--- config.mk ---
export PLATFORM = sky130hd
export DESIGN_NAME = pixel_blend_writer
export DESIGN_NICKNAME = d
export VERILOG_FILES = /design/src/rtl/pixel_blend_writer_pkg.sv /design/src/rtl/pixel_blend_writer_fifo.sv /design/src/rtl/pixel_blend_writer.sv
export SDC_FILE = /design/constraint.sdc
export NUM_CORES = 1
export LEC_CHECK = 0
export CORE_MARGIN = 8
export CORE_UTILIZATION = 29
export DETAILED_ROUTE_END_ITERATION = 6
export PLACE_DENSITY = 0.46
export SLEW_MARGIN = 20
export SYNTH_ARGS = -nofsm -noshare
export SYNTH_HDL_FRONTEND = slang
export SYNTH_SLANG_ARGS = --single-unit
--- constraint.sdc ---
create_clock -name clk_25 -period 2.9 [get_ports clk_25]
set_input_delay 0.435 -clock clk_25 [delete_from_list [all_inputs] [get_ports clk_25]]
set_output_delay 0.435 -clock clk_25 [all_outputs]
set_load 0.01 [all_outputs]
--- src/rtl/pixel_blend_writer_pkg.sv ---
// Shared frame geometry, pixel/entry types and write-FSM encoding for pixel_blend_writer.
// Latency: none (types and constants only).
// Backpressure: n/a.
package pixel_blend_writer_pkg;

  localparam int FRAME_W = 640;
  localparam int FRAME_H = 480;
  localparam int ADDR_W  = 19;

  // Address of the bottom-right pixel; its write completion marks end of frame.
  localparam logic [ADDR_W-1:0] LAST_ADDR = 19'(FRAME_W * FRAME_H - 1);

  typedef struct packed {
    logic [4:0] r;
    logic [5:0] g;
    logic [4:0] b;
  } rgb565_t;

  typedef struct packed {
    logic [ADDR_W-1:0] addr;
    rgb565_t           data;
  } wr_entry_t;

  typedef enum logic {
    S_IDLE = 1'b0,
    S_REQ  = 1'b1
  } wr_state_t;

endpackage

--- src/rtl/pixel_blend_writer_fifo.sv ---
// Small circular FIFO (blend_wr_fifo) holding pending frame-buffer writes; head is always readable.
// Latency: push visible at head one cycle later; pop takes effect on the clock edge.
// Backpressure: push is refused when full unless a pop happens in the same cycle.
module blend_wr_fifo #(
  parameter int W     = 35,
  parameter int DEPTH = 4
) (
  input  logic                       clk_25,
  input  logic                       rst_n,
  input  logic                       push,
  input  logic [W-1:0]               push_dat,
  input  logic                       pop,
  output logic [W-1:0]               head_dat,
  output logic                       full,
  output logic                       empty,
  output logic [$clog2(DEPTH):0]     count
);

  localparam int AW = $clog2(DEPTH);
  localparam int CW = AW + 1;

  logic [W-1:0]  mem [DEPTH];
  logic [AW-1:0] wr_ptr;
  logic [AW-1:0] rd_ptr;
  logic          push_ok;
  logic          pop_ok;

  assign full     = (count == CW'(DEPTH));
  assign empty    = (count == '0);
  assign push_ok  = push && (!full || pop);
  assign pop_ok   = pop && !empty;
  assign head_dat = mem[rd_ptr];

  // Storage and pointer/count update; memory is cleared so the head reads zero after reset.
  always_ff @(posedge clk_25 or negedge rst_n) begin
    if (!rst_n) begin
      for (int i = 0; i < DEPTH; i++) mem[i] <= '0;
      wr_ptr <= '0;
      rd_ptr <= '0;
      count  <= '0;
    end else begin
      if (push_ok) begin
        mem[wr_ptr] <= push_dat;
        wr_ptr      <= wr_ptr + 1'b1;
      end
      if (pop_ok) rd_ptr <= rd_ptr + 1'b1;
      case ({push_ok, pop_ok})
        2'b10:   count <= count + 1'b1;
        2'b01:   count <= count - 1'b1;
        default: count <= count;
      endcase
    end
  end

endmodule

--- src/rtl/pixel_blend_writer.sv ---
// Alpha-blends DVI and CCD RGB565 pixels and queues frame-buffer writes; CHROMA_KEY_EN enables keyed pass-through.
// Latency: val at cycle n -> wr_req at n+3 (two pipeline stages, then FIFO push).
// Backpressure: wr_ack pops the 4-entry FIFO; a push into a full FIFO without pop drops the pixel and sets sticky overflow.
module pixel_blend_writer
  import pixel_blend_writer_pkg::*;
#(
  parameter logic [4:0]  ALPHA   = 5'd8,
  parameter logic [15:0] KEY_RGB = 16'h07E0
) (
  input  logic              clk_25,
  input  logic              rst_n,
  input  logic              val,
  input  logic [9:0]        sync_x,
  input  logic [9:0]        sync_y,
  input  logic [4:0]        dvi_r,
  input  logic [5:0]        dvi_g,
  input  logic [4:0]        dvi_b,
  input  logic [4:0]        ccd_r,
  input  logic [5:0]        ccd_g,
  input  logic [4:0]        ccd_b,
  output logic              wr_req,
  output logic [ADDR_W-1:0] wr_addr,
  output logic [15:0]       wr_data,
  input  logic              wr_ack,
  output logic              frame_done,
  output logic              overflow
);

  localparam logic [4:0] W_DVI = 5'd16 - ALPHA;

`ifdef CHROMA_KEY_EN
  localparam logic KEY_EN = 1'b1;
`else
  localparam logic KEY_EN = 1'b0;
`endif

  // Stage 1 registers
  logic        s1_vld;
  logic [9:0]  s1_x, s1_y;
  logic [8:0]  s1_pd_r, s1_pc_r, s1_pd_b, s1_pc_b;
  logic [9:0]  s1_pd_g, s1_pc_g;
  logic        s1_key;
  rgb565_t     s1_dvi;

  // Stage 2 registers
  logic        s2_vld;
  wr_entry_t   s2_entry;

  // Stage 2 combinational results
  logic [8:0]        sum_r, sum_b;
  logic [9:0]        sum_g;
  rgb565_t           blend_pix;
  logic [ADDR_W-1:0] lin_addr;

  // FIFO / FSM
  wr_entry_t  head;
  logic       fifo_full, fifo_empty;
  logic [2:0] fifo_count;
  logic       pop_en;
  wr_state_t  state;

  logic in_range;
  assign in_range = (sync_x < 10'(FRAME_W)) && (sync_y < 10'(FRAME_H));

  // Stage 1: weight each channel and drop off-screen pixels before they reach the pipeline.
  always_ff @(posedge clk_25 or negedge rst_n) begin
    if (!rst_n) begin
      s1_vld  <= 1'b0;
      s1_x    <= '0;
      s1_y    <= '0;
      s1_pd_r <= '0;
      s1_pc_r <= '0;
      s1_pd_g <= '0;
      s1_pc_g <= '0;
      s1_pd_b <= '0;
      s1_pc_b <= '0;
      s1_key  <= 1'b0;
      s1_dvi  <= '0;
    end else begin
      s1_vld  <= val && in_range;
      s1_x    <= sync_x;
      s1_y    <= sync_y;
      s1_pd_r <= {4'd0, dvi_r} * {4'd0, W_DVI};
      s1_pc_r <= {4'd0, ccd_r} * {4'd0, ALPHA};
      s1_pd_g <= {4'd0, dvi_g} * {5'd0, W_DVI};
      s1_pc_g <= {4'd0, ccd_g} * {5'd0, ALPHA};
      s1_pd_b <= {4'd0, dvi_b} * {4'd0, W_DVI};
      s1_pc_b <= {4'd0, ccd_b} * {4'd0, ALPHA};
      s1_key  <= ({ccd_r, ccd_g, ccd_b} == KEY_RGB);
      s1_dvi  <= '{r: dvi_r, g: dvi_g, b: dvi_b};
    end
  end

  // Weights sum to 16, so the truncated sums always fit the channel widths.
  always_comb begin
    sum_r       = s1_pd_r + s1_pc_r;
    sum_g       = s1_pd_g + s1_pc_g;
    sum_b       = s1_pd_b + s1_pc_b;
    blend_pix.r = sum_r[8:4];
    blend_pix.g = sum_g[9:4];
    blend_pix.b = sum_b[8:4];
    lin_addr    = ({9'd0, s1_y} << 9) + ({9'd0, s1_y} << 7) + {9'd0, s1_x};
  end

  // Stage 2: register the blended (or keyed pass-through) pixel and its linear address.
  always_ff @(posedge clk_25 or negedge rst_n) begin
    if (!rst_n) begin
      s2_vld   <= 1'b0;
      s2_entry <= '0;
    end else begin
      s2_vld        <= s1_vld;
      s2_entry.addr <= lin_addr;
      s2_entry.data <= (KEY_EN && s1_key) ? s1_dvi : blend_pix;
    end
  end

  assign pop_en = (state == S_REQ) && wr_ack;

  blend_wr_fifo #(
    .W     ($bits(wr_entry_t)),
    .DEPTH (4)
  ) u_fifo (
    .clk_25   (clk_25),
    .rst_n    (rst_n),
    .push     (s2_vld),
    .push_dat (s2_entry),
    .pop      (pop_en),
    .head_dat (head),
    .full     (fifo_full),
    .empty    (fifo_empty),
    .count    (fifo_count)
  );

  assign wr_addr = head.addr;
  assign wr_data = head.data;

  // Write FSM: entering S_REQ on the push edge lets wr_req rise in the same cycle the entry lands.
  always_ff @(posedge clk_25 or negedge rst_n) begin
    if (!rst_n) begin
      state      <= S_IDLE;
      wr_req     <= 1'b0;
      frame_done <= 1'b0;
      overflow   <= 1'b0;
    end else begin
      frame_done <= pop_en && (head.addr == LAST_ADDR);
      if (s2_vld && fifo_full && !pop_en) overflow <= 1'b1;
      case (state)
        S_IDLE: begin
          if (!fifo_empty || s2_vld) begin
            state  <= S_REQ;
            wr_req <= 1'b1;
          end
        end
        S_REQ: begin
          if (wr_ack && !(fifo_count > 3'd1 || s2_vld)) begin
            state  <= S_IDLE;
            wr_req <= 1'b0;
          end
        end
        default: begin
          state  <= S_IDLE;
          wr_req <= 1'b0;
        end
      endcase
    end
  end

endmodule

; ---- Word level (Yosys, flattened, before mapping)
; Cells that the tools add are included.
[classes]
shifts = 0
eq_ne = 6
magnitude_cmp = 6
add_sub_neg = 9
div_mod_pow = 0
reduce_logical = 20
bitwise_logic = 3
mux = 13
n_mul = 0
[ops]
columns = cell, n
row1 = $bwmux 140, 1
row2 = $mux 35, 3
row3 = $bmux 35 s2, 1
row4 = $demux 35 s2, 1
row5 = $add 19x10->19, 1
row6 = $add 19x17->19, 1
row7 = $eq 19x19->1 const B, 1
row8 = $add 8x8->9, 2
row9 = $add 9x9->10, 1
row10 = $logic_and 1x1->1, 10
row11 = $lt 10x10->1 const B, 1
row12 = $lt 10x9->1 const B, 1
row13 = $ge 3x3->1 const B, 2
row14 = $not 2->3, 2
row15 = $pmux 3 s2, 1
row16 = $add 2x1->2 const B, 2
row17 = $logic_not 1->1, 4
row18 = $mux 1, 4
row19 = $pmux 1 s2, 2
row20 = $add 3x1->3 const B, 1
row21 = $eq 3x3->1 const B, 1
row22 = $gt 3x1->1 const B, 1
row23 = $logic_not 3->1, 1
row24 = $logic_or 1x1->1, 3
row25 = other kinds (9), 9
[word_totals]
romBits = 0
ram_bits = 0
word_cells = 82
n_memories = 0
latch_bits = 0
inputBits = 56
ff_bits = 240

; ---- Longest topological paths before layout
[logic_depth]
ltp_word = 6
depth_mapped = 10
depth_no_buf = 9

; ---- By module
; A second synthesis with hierarchy kept.
[hier_totals]
hier_cells = 625
hier_area_um2 = 10062.2
[by_module_without_submodules]
columns = mod, cells_each, instances, area_per_inst_um2, seq_area_each_um2
row1 = blend_wr_fifo, 376, 1, 6487.5, 3678.5
row2 = pixel_blend_writer, 249, 1, 3574.7, 2327.2

; ---- Worst setup path before layout
; No wires, ideal clock.
[synth_path]
kind = flip-flop to flip-flop
start = register s1_y[0]
end = register s2_entry[34] (netlist bit)
period_less_slack_ns = 2.179
path_stages_with_launch = 9
setup_slack_ns = 0.721
arrival_time_ns = 2.075
path_cell_list = dfrtp_1 > inv_1 > fa_1 > fa_1 > nor2b_1 > o31a_1 > o31ai_1 > a211o_1 > o311ai_1
[synth_via]
elab_chain_cells = 2
[synth_lines]
columns = element, line_no
row1 = from (decl), pixel_blend_writer.sv:39  ; logic [9:0] s1_x, s1_y;
row2 = from (signal assigned), pixel_blend_writer.sv:82  ; s1_y <= sync_y;
row3 = $add 19x17->19, pixel_blend_writer.sv:102  ; lin_addr = ({9'd0, s1_y} << 9) + ({9'd0, s1_y} << 7) + {9'd0, s1_x};
row4 = $add 19x10->19, pixel_blend_writer.sv:102
row5 = net lin_addr[18], pixel_blend_writer.sv:53  ; logic [ADDR_W-1:0] lin_addr;
row6 = to (decl), pixel_blend_writer.sv:47  ; wr_entry_t s2_entry;
; The timed path passes the listed nets, and every way through them passes these cells.
; A chain may end at the register's enable or synchronous reset.

; ---- Worst setup path in the final report
[layout_path]
start = register u_fifo.rd_ptr[0]
end = output wr_addr[8]
[layout_via]
elab_chain_cells = 4
[layout_lines]
columns = element, line_no
row1 = from (decl), pixel_blend_writer_fifo.sv:24  ; logic [AW-1:0] rd_ptr;
row2 = from (signal assigned), pixel_blend_writer_fifo.sv:46  ; if (pop_ok) rd_ptr <= rd_ptr + 1'b1;
row3 = $not 2->3 (implied by the code), pixel_blend_writer_fifo.sv:32  ; assign head_dat = mem[rd_ptr];
row4 = $bmux 35 s2, pixel_blend_writer_fifo.sv:32
row5 = $mux 35 (implied by the code) (2 in series), pixel_blend_writer_fifo.sv:32
row6 = to (decl), pixel_blend_writer.sv:22  ; output logic [ADDR_W-1:0] wr_addr,
; Every way passes these cells. The select of a mux whose other input is x is not followed.

==> flow_summary.json <==
{
  "synth.most_common_cell": "dfrtp_1",
  "period_needed_ps": 2750,
  "finalHoldViolCount": 0,
  "end_kind": "output pin",
  "antenna_found_initial": 0,
  "die_h_um": 202,
  "drt_wl_total_um": 22200,
  "clock-sinks": 240,
  "dp_hpwl_um": 15000,
  "slew_viol_final": 0,
  "cts_buffers": 28,
  "status": "finished clean",
  "routedWlPerCell_um": 18.1,
  "power_per_cell_area_nw_per_um2": 1060,
  "nNetsFinal": 848,
  "dieArea_um2": 41000,
  "final_cells": 1223,
  "synth.cells.most_frequent": "dfrtp_1 (240), mux2_1 (140), ha_1 (41), mux4_2 (35), inv_1 (29)",
  "cp.required_ps": 2470,
  "drtIter0Drc": 110,
  "fp.dieW_um": 202,
  "clock_skew_ps": 13.8,
  "initial_core_util_pct": 29.3,
  "antennaDiodeCount": 0,
  "vias": 5524,
  "h-tree-depth": 1,
  "place_congestion": 0.717,
  "rsz0062_at_grt": "false",
  "dp_cells": 1169,
  "placed_area_um2": 11500,
  "ctsLongestPathBuffers": 3,
  "netlist_area_um2": 10100,
  "power_mw": 13.2,
  "io_pins": 94,
  "crit_path_start_kind": "register",
  "timing.fmax_mhz": 364,
  "io_buffer_count": 93,
  "core_um2": 34400,
  "leakagePower_nw": 5.56,
  "synthCells": 633,
  "final_layout_size_suffix_gt1_share_pct": 13.8,
  "grt_pass1_wl_um": 35800,
  "stdcell_area_um2": 12600,
  "post-route-drc-count": 0,
  "clock_latency_ps": 530,
  "hold_class": "in2reg",
  "synth.avg_cell_area_um2": 15.9,
  "fin_util_pct": 36.5,
  "setup_viol_count_final": 0,
  "grt_usage_pct": 11.0,
  "maxCapViolCount": 0,
  "yosysTopAreaCellShare_pct": 59.6,
  "crit_fanout": 17,
  "postRouteAntennaNets": 0,
  "yosysSeqAreaShare_pct": 59.6,
  "drtPass1Iterations": 4,
  "cts_tree": "yes",
  "synth_nets": 735,
  "ir_worst_vdd_uv": 519,
  "synth_flop_cell": "dfrtp_1",
  "synthTopCellsByArea": "dfrtp_1 (60%), mux2_1 (16%), mux4_2 (7.8%), ha_1 (5.1%), xnor2_1 (1.6%)",
  "fin_setup_tns_ps": 0,
  "overflow": 0,
  "min_period_over_period_pct": 94.7,
  "row_count": 68,
  "synthToLayoutAreaGrowth_pct": 24.6,
  "relSlewSlack_pct": 56.0,
  "synth_cell_type_count": 43,
  "cp.arrival_ps": 2310,
  "via_per_inst": 4.52,
  "yosysTopAreaCell": "dfrtp_1",
  "async_reset_ff_share_pct": 100,
  "grt_pass1_vias": 6455,
  "path_clk_slew_ps": 60,
  "synth-edff-count": 0,
  "tightest_slew_ps": 659,
  "criticalPathCategory": "reg2out",
  "ys_ff_latch": 240,
  "grt_start_max_net_pins": 83,
  "yosysWarnings": 0,
  "cts_root_buf": "clkbuf_16"
}
per-stage QoR:
| stage | setup slack [ps] | hold slack (ps) |
|---|---|---|
| floorplan | 721 | 139 |
| global placement | 203 | 342 |
| detailed placement | 165 | 335 |
| CTS | 24.7 | 313 |
| global route | 73.6 | 319 |
| finish | 153 | 345 |
state kept, by name, indices dropped and copies added (netlist names):
signal / flops
u_fifo.mem: 140
s2_entry: 35
s1_x: 10
s1_y: 10
s1_pc_g: 6
s1_pd_g: 6
s1_pc_b: 5
s1_pc_r: 5
s1_pd_b: 5
s1_pd_r: 5
u_fifo.count: 3
u_fifo.rd_ptr: 2
u_fifo.wr_ptr: 2
frame_done: 1
overflow: 1
s1_vld: 1
s2_vld: 1
state: 1
wr_req: 1
power by group:
group          internal (mW)  switching, mW
Combinational           2.52           1.90
Sequential              4.50          0.702
Clock                   2.28           1.34
Total                   9.31           3.94
what timing repair did:
| action | CTS | global route |
|---|---|---|
| endpoints found under the setup margin | 11 | 1 |
| endpoints found under the hold margin | 77 | 0 |
| setup buffers | 1 | 0 |
| hold buffers | 1 | 0 |
| gates cloned | 0 | 0 |
| gates resized for setup | 0 | 1 |
logic make-up after synthesis:
family | share of synthesized area (%)
adders and majority gates | 6.08
xor gates and xnor gates | 1.91
muxes | 23.6
and+or+nand+nor | 2.86
DFF | 59.6
buffers and inverters | 2.77
AOI/OAI and AO/OA | 3.20
worst max-delay path, cell delays in order, from the launching register on:
cell	delay, ps
dfrtp_2	430
buf_12	220
mux4_2	610
clkdlybuf4s50_1	520
cell type report:
class	count	area, um2
timing repair buffer	104	1080
multi-input combinational	342	3790
inverter	30	113
tap	455	569
clock buffer	39	843
fill	3341	21800
sequential	240	6010
clock inverter	13	140
cells in the final DEF, fill, tap and decap left out, types with 2 or more instances in the layout:
| cell | instances |
|---|---|
| nor3_1 | 4 |
| ha_1 | 41 |
| nand2_4 | 4 |
| buf_12 | 5 |
| buf_4 | 5 |
| nand2b_1 | 2 |
| fa_1 | 5 |
| inv_1 | 29 |
| xnor2_1 | 18 |
| clkbuf_8 | 8 |
| dfrtp_1 | 238 |
| o21ai_1 | 7 |
| xor2_1 | 4 |
| nand2_1 | 9 |
| mux4_2 | 35 |
| a211oi_1 | 3 |
| nand4_1 | 4 |
| clkbuf_16 | 29 |
| clkbuf_1 | 2 |
| a31o_1 | 3 |
| mux2_1 | 140 |
| o21bai_1 | 2 |
| nor2b_1 | 7 |
| o21ai_0 | 4 |
| nor2_1 | 9 |
| clkinv_2 | 10 |
| o21a_1 | 2 |
| bufinv_16 | 3 |
| clkdlybuf4s50_1 | 92 |
| a21oi_1 | 17 |
| a21o_1 | 7 |
path summary, 6_finish.rpt:
kind | cells past startpoint | startpoint | endpoint | slack [ps]
max in group asynchronous | 3 | rst_n | u_fifo.mem[99]$_DFFE_PN0P_ | 1550
min reg2reg | 0 | s1_x[0]$_DFF_PN0_ | s2_entry[16]$_DFF_PN0_ | 350
min | 1 | ccd_b[2] | s1_pc_b[5]$_DFF_PN0_ | 340
max reg2reg | 9 | s1_x[9]$_DFF_PN0_ | s2_entry[34]$_DFF_PN0_ | 330
min in group asynchronous | 2 | rst_n | s1_pd_b[3]$_DFF_PN0_ | 480
max | 3 | u_fifo.rd_ptr[0]$_DFFE_PN0P_ | wr_addr[8] | 150
routing by layer:
| layer | global-route usage, % | vias to the layer above | share of wire (%) | wire length, um |
|---|---|---|---|---|
| li1 | - | 2496 | - | - |
| met1 | 13.3 | 2893 | 43 | 9500 |
| met2 | 19.5 | 99 | 51 | 11300 |
| met3 | 2.23 | 36 | 3.8 | 849 |
| met4 | 2.85 | 0 | 2.1 | 472 |
| met5 | 0 | - | 0 | 0 |
Note: power is estimated with default switching activity, not from simulation.
==> edit, RTL diff (same flow settings) <==
Add a define of `CHROMA_KEY_EN`.
--- a/src/rtl/pixel_blend_writer.sv
+++ b/src/rtl/pixel_blend_writer.sv
@@ -1,6 +1,8 @@
 // Alpha-blends DVI and CCD RGB565 pixels and queues frame-buffer writes; CHROMA_KEY_EN enables keyed pass-through.
 // Latency: val at cycle n -> wr_req at n+3 (two pipeline stages, then FIFO push).
 // Backpressure: wr_ack pops the 4-entry FIFO; a push into a full FIFO without pop drops the pixel and sets sticky overflow.
+`define CHROMA_KEY_EN
+
 module pixel_blend_writer
   import pixel_blend_writer_pkg::*;
 #(
Check against the original RTL: not equivalent (a bounded check fails within 4 cycles, from zero or initial values and one cycle with rst_n low).
==> edit against the unedited design <==
- maximum frequency fell by 0.64%
- routed wire length rose by 1.4%
- worst setup slack got worse by 0.018 ns
- final area rose by 2.0%
- synthesized cell count rose by 6.8%
- sequential cell count rose by 1
- area after synthesis rose by 2.1%
- count of clock-buffer cells in the layout rose by 2
- total power fell by 0.15%
- critical endpoint is now wr_addr[10]
- largest cell class unchanged
- largest power group unchanged
- highest routed layer unchanged
==> edit: results (changes against the unedited design) <==
- Top Registers: u_fifo.mem (140), s2_entry (35), s1_dvi (11) (was u_fifo.mem (140), s2_entry (35)).
- The clock distribution area overhead in the final layout came to 7.866% (was 7.836%).
- The half-perimeter wire length after placement is 15.69 mm (was 15.00 mm).
- The compound-cell area share of the yosys netlist is 4.134% (was 3.204%).
- The total instance count after detailed placement is 1224 (was 1169).
- The post-synthesis share of cell area spent on xor and xnor gates is 1.787% (was 1.912%).
- The portion of the post-synthesis area used by sequential elements came to 58.60% (was 59.61%).
- Outcome: finished, final reports clean (unchanged).
- The number of clock buffer instances in the layout is 41 (was 39).
- The met3 track demand over resource in global routing is 2.362% (was 2.225%).
- The final hold slack was 0.3338 ns (was 0.3445 ns).
- The portion of the layout cell area used by non-clock buffers was 8.569% (was 8.633%).
- The maximum resistive drop on vdd came to 0.5487 mV (was 0.5189 mV).
- The endpoint of the most critical register-to-register path is s2_entry[32]$_DFF_PN0_ (was s2_entry[34]$_DFF_PN0_).
- The multi-input combinational cell count was 379 (was 342).
- The final weighted congestion in routability-driven placement is 0.7105 (was 0.7172).
- The number of cells produced by synthesis was 676 (was 633).
- The fraction of the mapped netlist area in adder cells is 5.957% (was 6.085%).
- The endpoint of the worst hold-timing path is s1_dvi[3]$_DFF_PN0_ (was s1_pc_b[5]$_DFF_PN0_).
- The worst setup path endpoint was wr_addr[10] (was wr_addr[8]).
- The library cell contributing the largest single delay on the critical path was sky130_fd_sc_hd__dfrtp_2 (was sky130_fd_sc_hd__mux4_2).
- The number of clock buffers inserted by TritonCTS is 29 (was 28).
- The reg-to-reg startpoint is s1_y[2]$_DFF_PN0_ (was s1_x[9]$_DFF_PN0_).
- The area taken by multi-input logic gates is 3970 sq um (was 3791 sq um).
- The met1 wire length came to 10.25 mm (was 9.496 mm).
- The top fanout value on the critical path is 15 (was 17).
- The final layout net count is 897 (was 848).
- The met2 capacity usage during global routing was 18.21% (was 19.48%).
- The minimum setup slack after placement is 0.3971 ns (was 0.1646 ns).
- Main area contributors after synthesis: sky130_fd_sc_hd__dfrtp_1 59%, sky130_fd_sc_hd__mux2_1 13%, sky130_fd_sc_hd__mux4_2 6.6% (was sky130_fd_sc_hd__dfrtp_1 60%, sky130_fd_sc_hd__mux2_1 16%, sky130_fd_sc_hd__mux4_2 7.8%).
- The non-clock inverter instance count of the final layout is 32 (was 30).
- The setup slack on the worst flop-to-flop path was 0.43 ns (was 0.33 ns).
- The power per cell area is 1033 nW/um^2 (was 1055 nW/um^2).
- The sum of met2 wire segment lengths after detailed routing was 10.68 mm (was 11.33 mm).
- The critical path's largest stage delay is 0.53 ns (was 0.61 ns).
- The time the worst path needs with I/O delays and setup is 2.764 ns (was 2.747 ns).
- The count of buffers not belonging to the clock network in the layout is 112 (was 104).
[edit: cell count changes in the layout (fill, tap and decap cells not counted), moves of 6 or more]
cell	before	now
sky130_fd_sc_hd__nand2_1	9	23
sky130_fd_sc_hd__o21ai_1	7	0
sky130_fd_sc_hd__xnor2_1	18	12
sky130_fd_sc_hd__o21ai_0	4	24
sky130_fd_sc_hd__mux2_2	0	20
sky130_fd_sc_hd__clkinv_2	10	3
sky130_fd_sc_hd__buf_4	5	16
sky130_fd_sc_hd__mux2_1	140	120
[edit: what timing repair did]
action,CTS,global route
setup endpoints to repair,15,1
hold buffers,1,0
pin swaps,0,0
setup buffers,0,0
gates resized for setup,1,1
endpoints found under the hold margin,83,0
[edit: power by group]
group	switching, mW	internal [mW]	total [mW]
combinational	1.85	2.50	4.35
sequential	0.640	4.51	5.15
clock	1.36	2.36	3.72
total	3.85	9.37	13.2
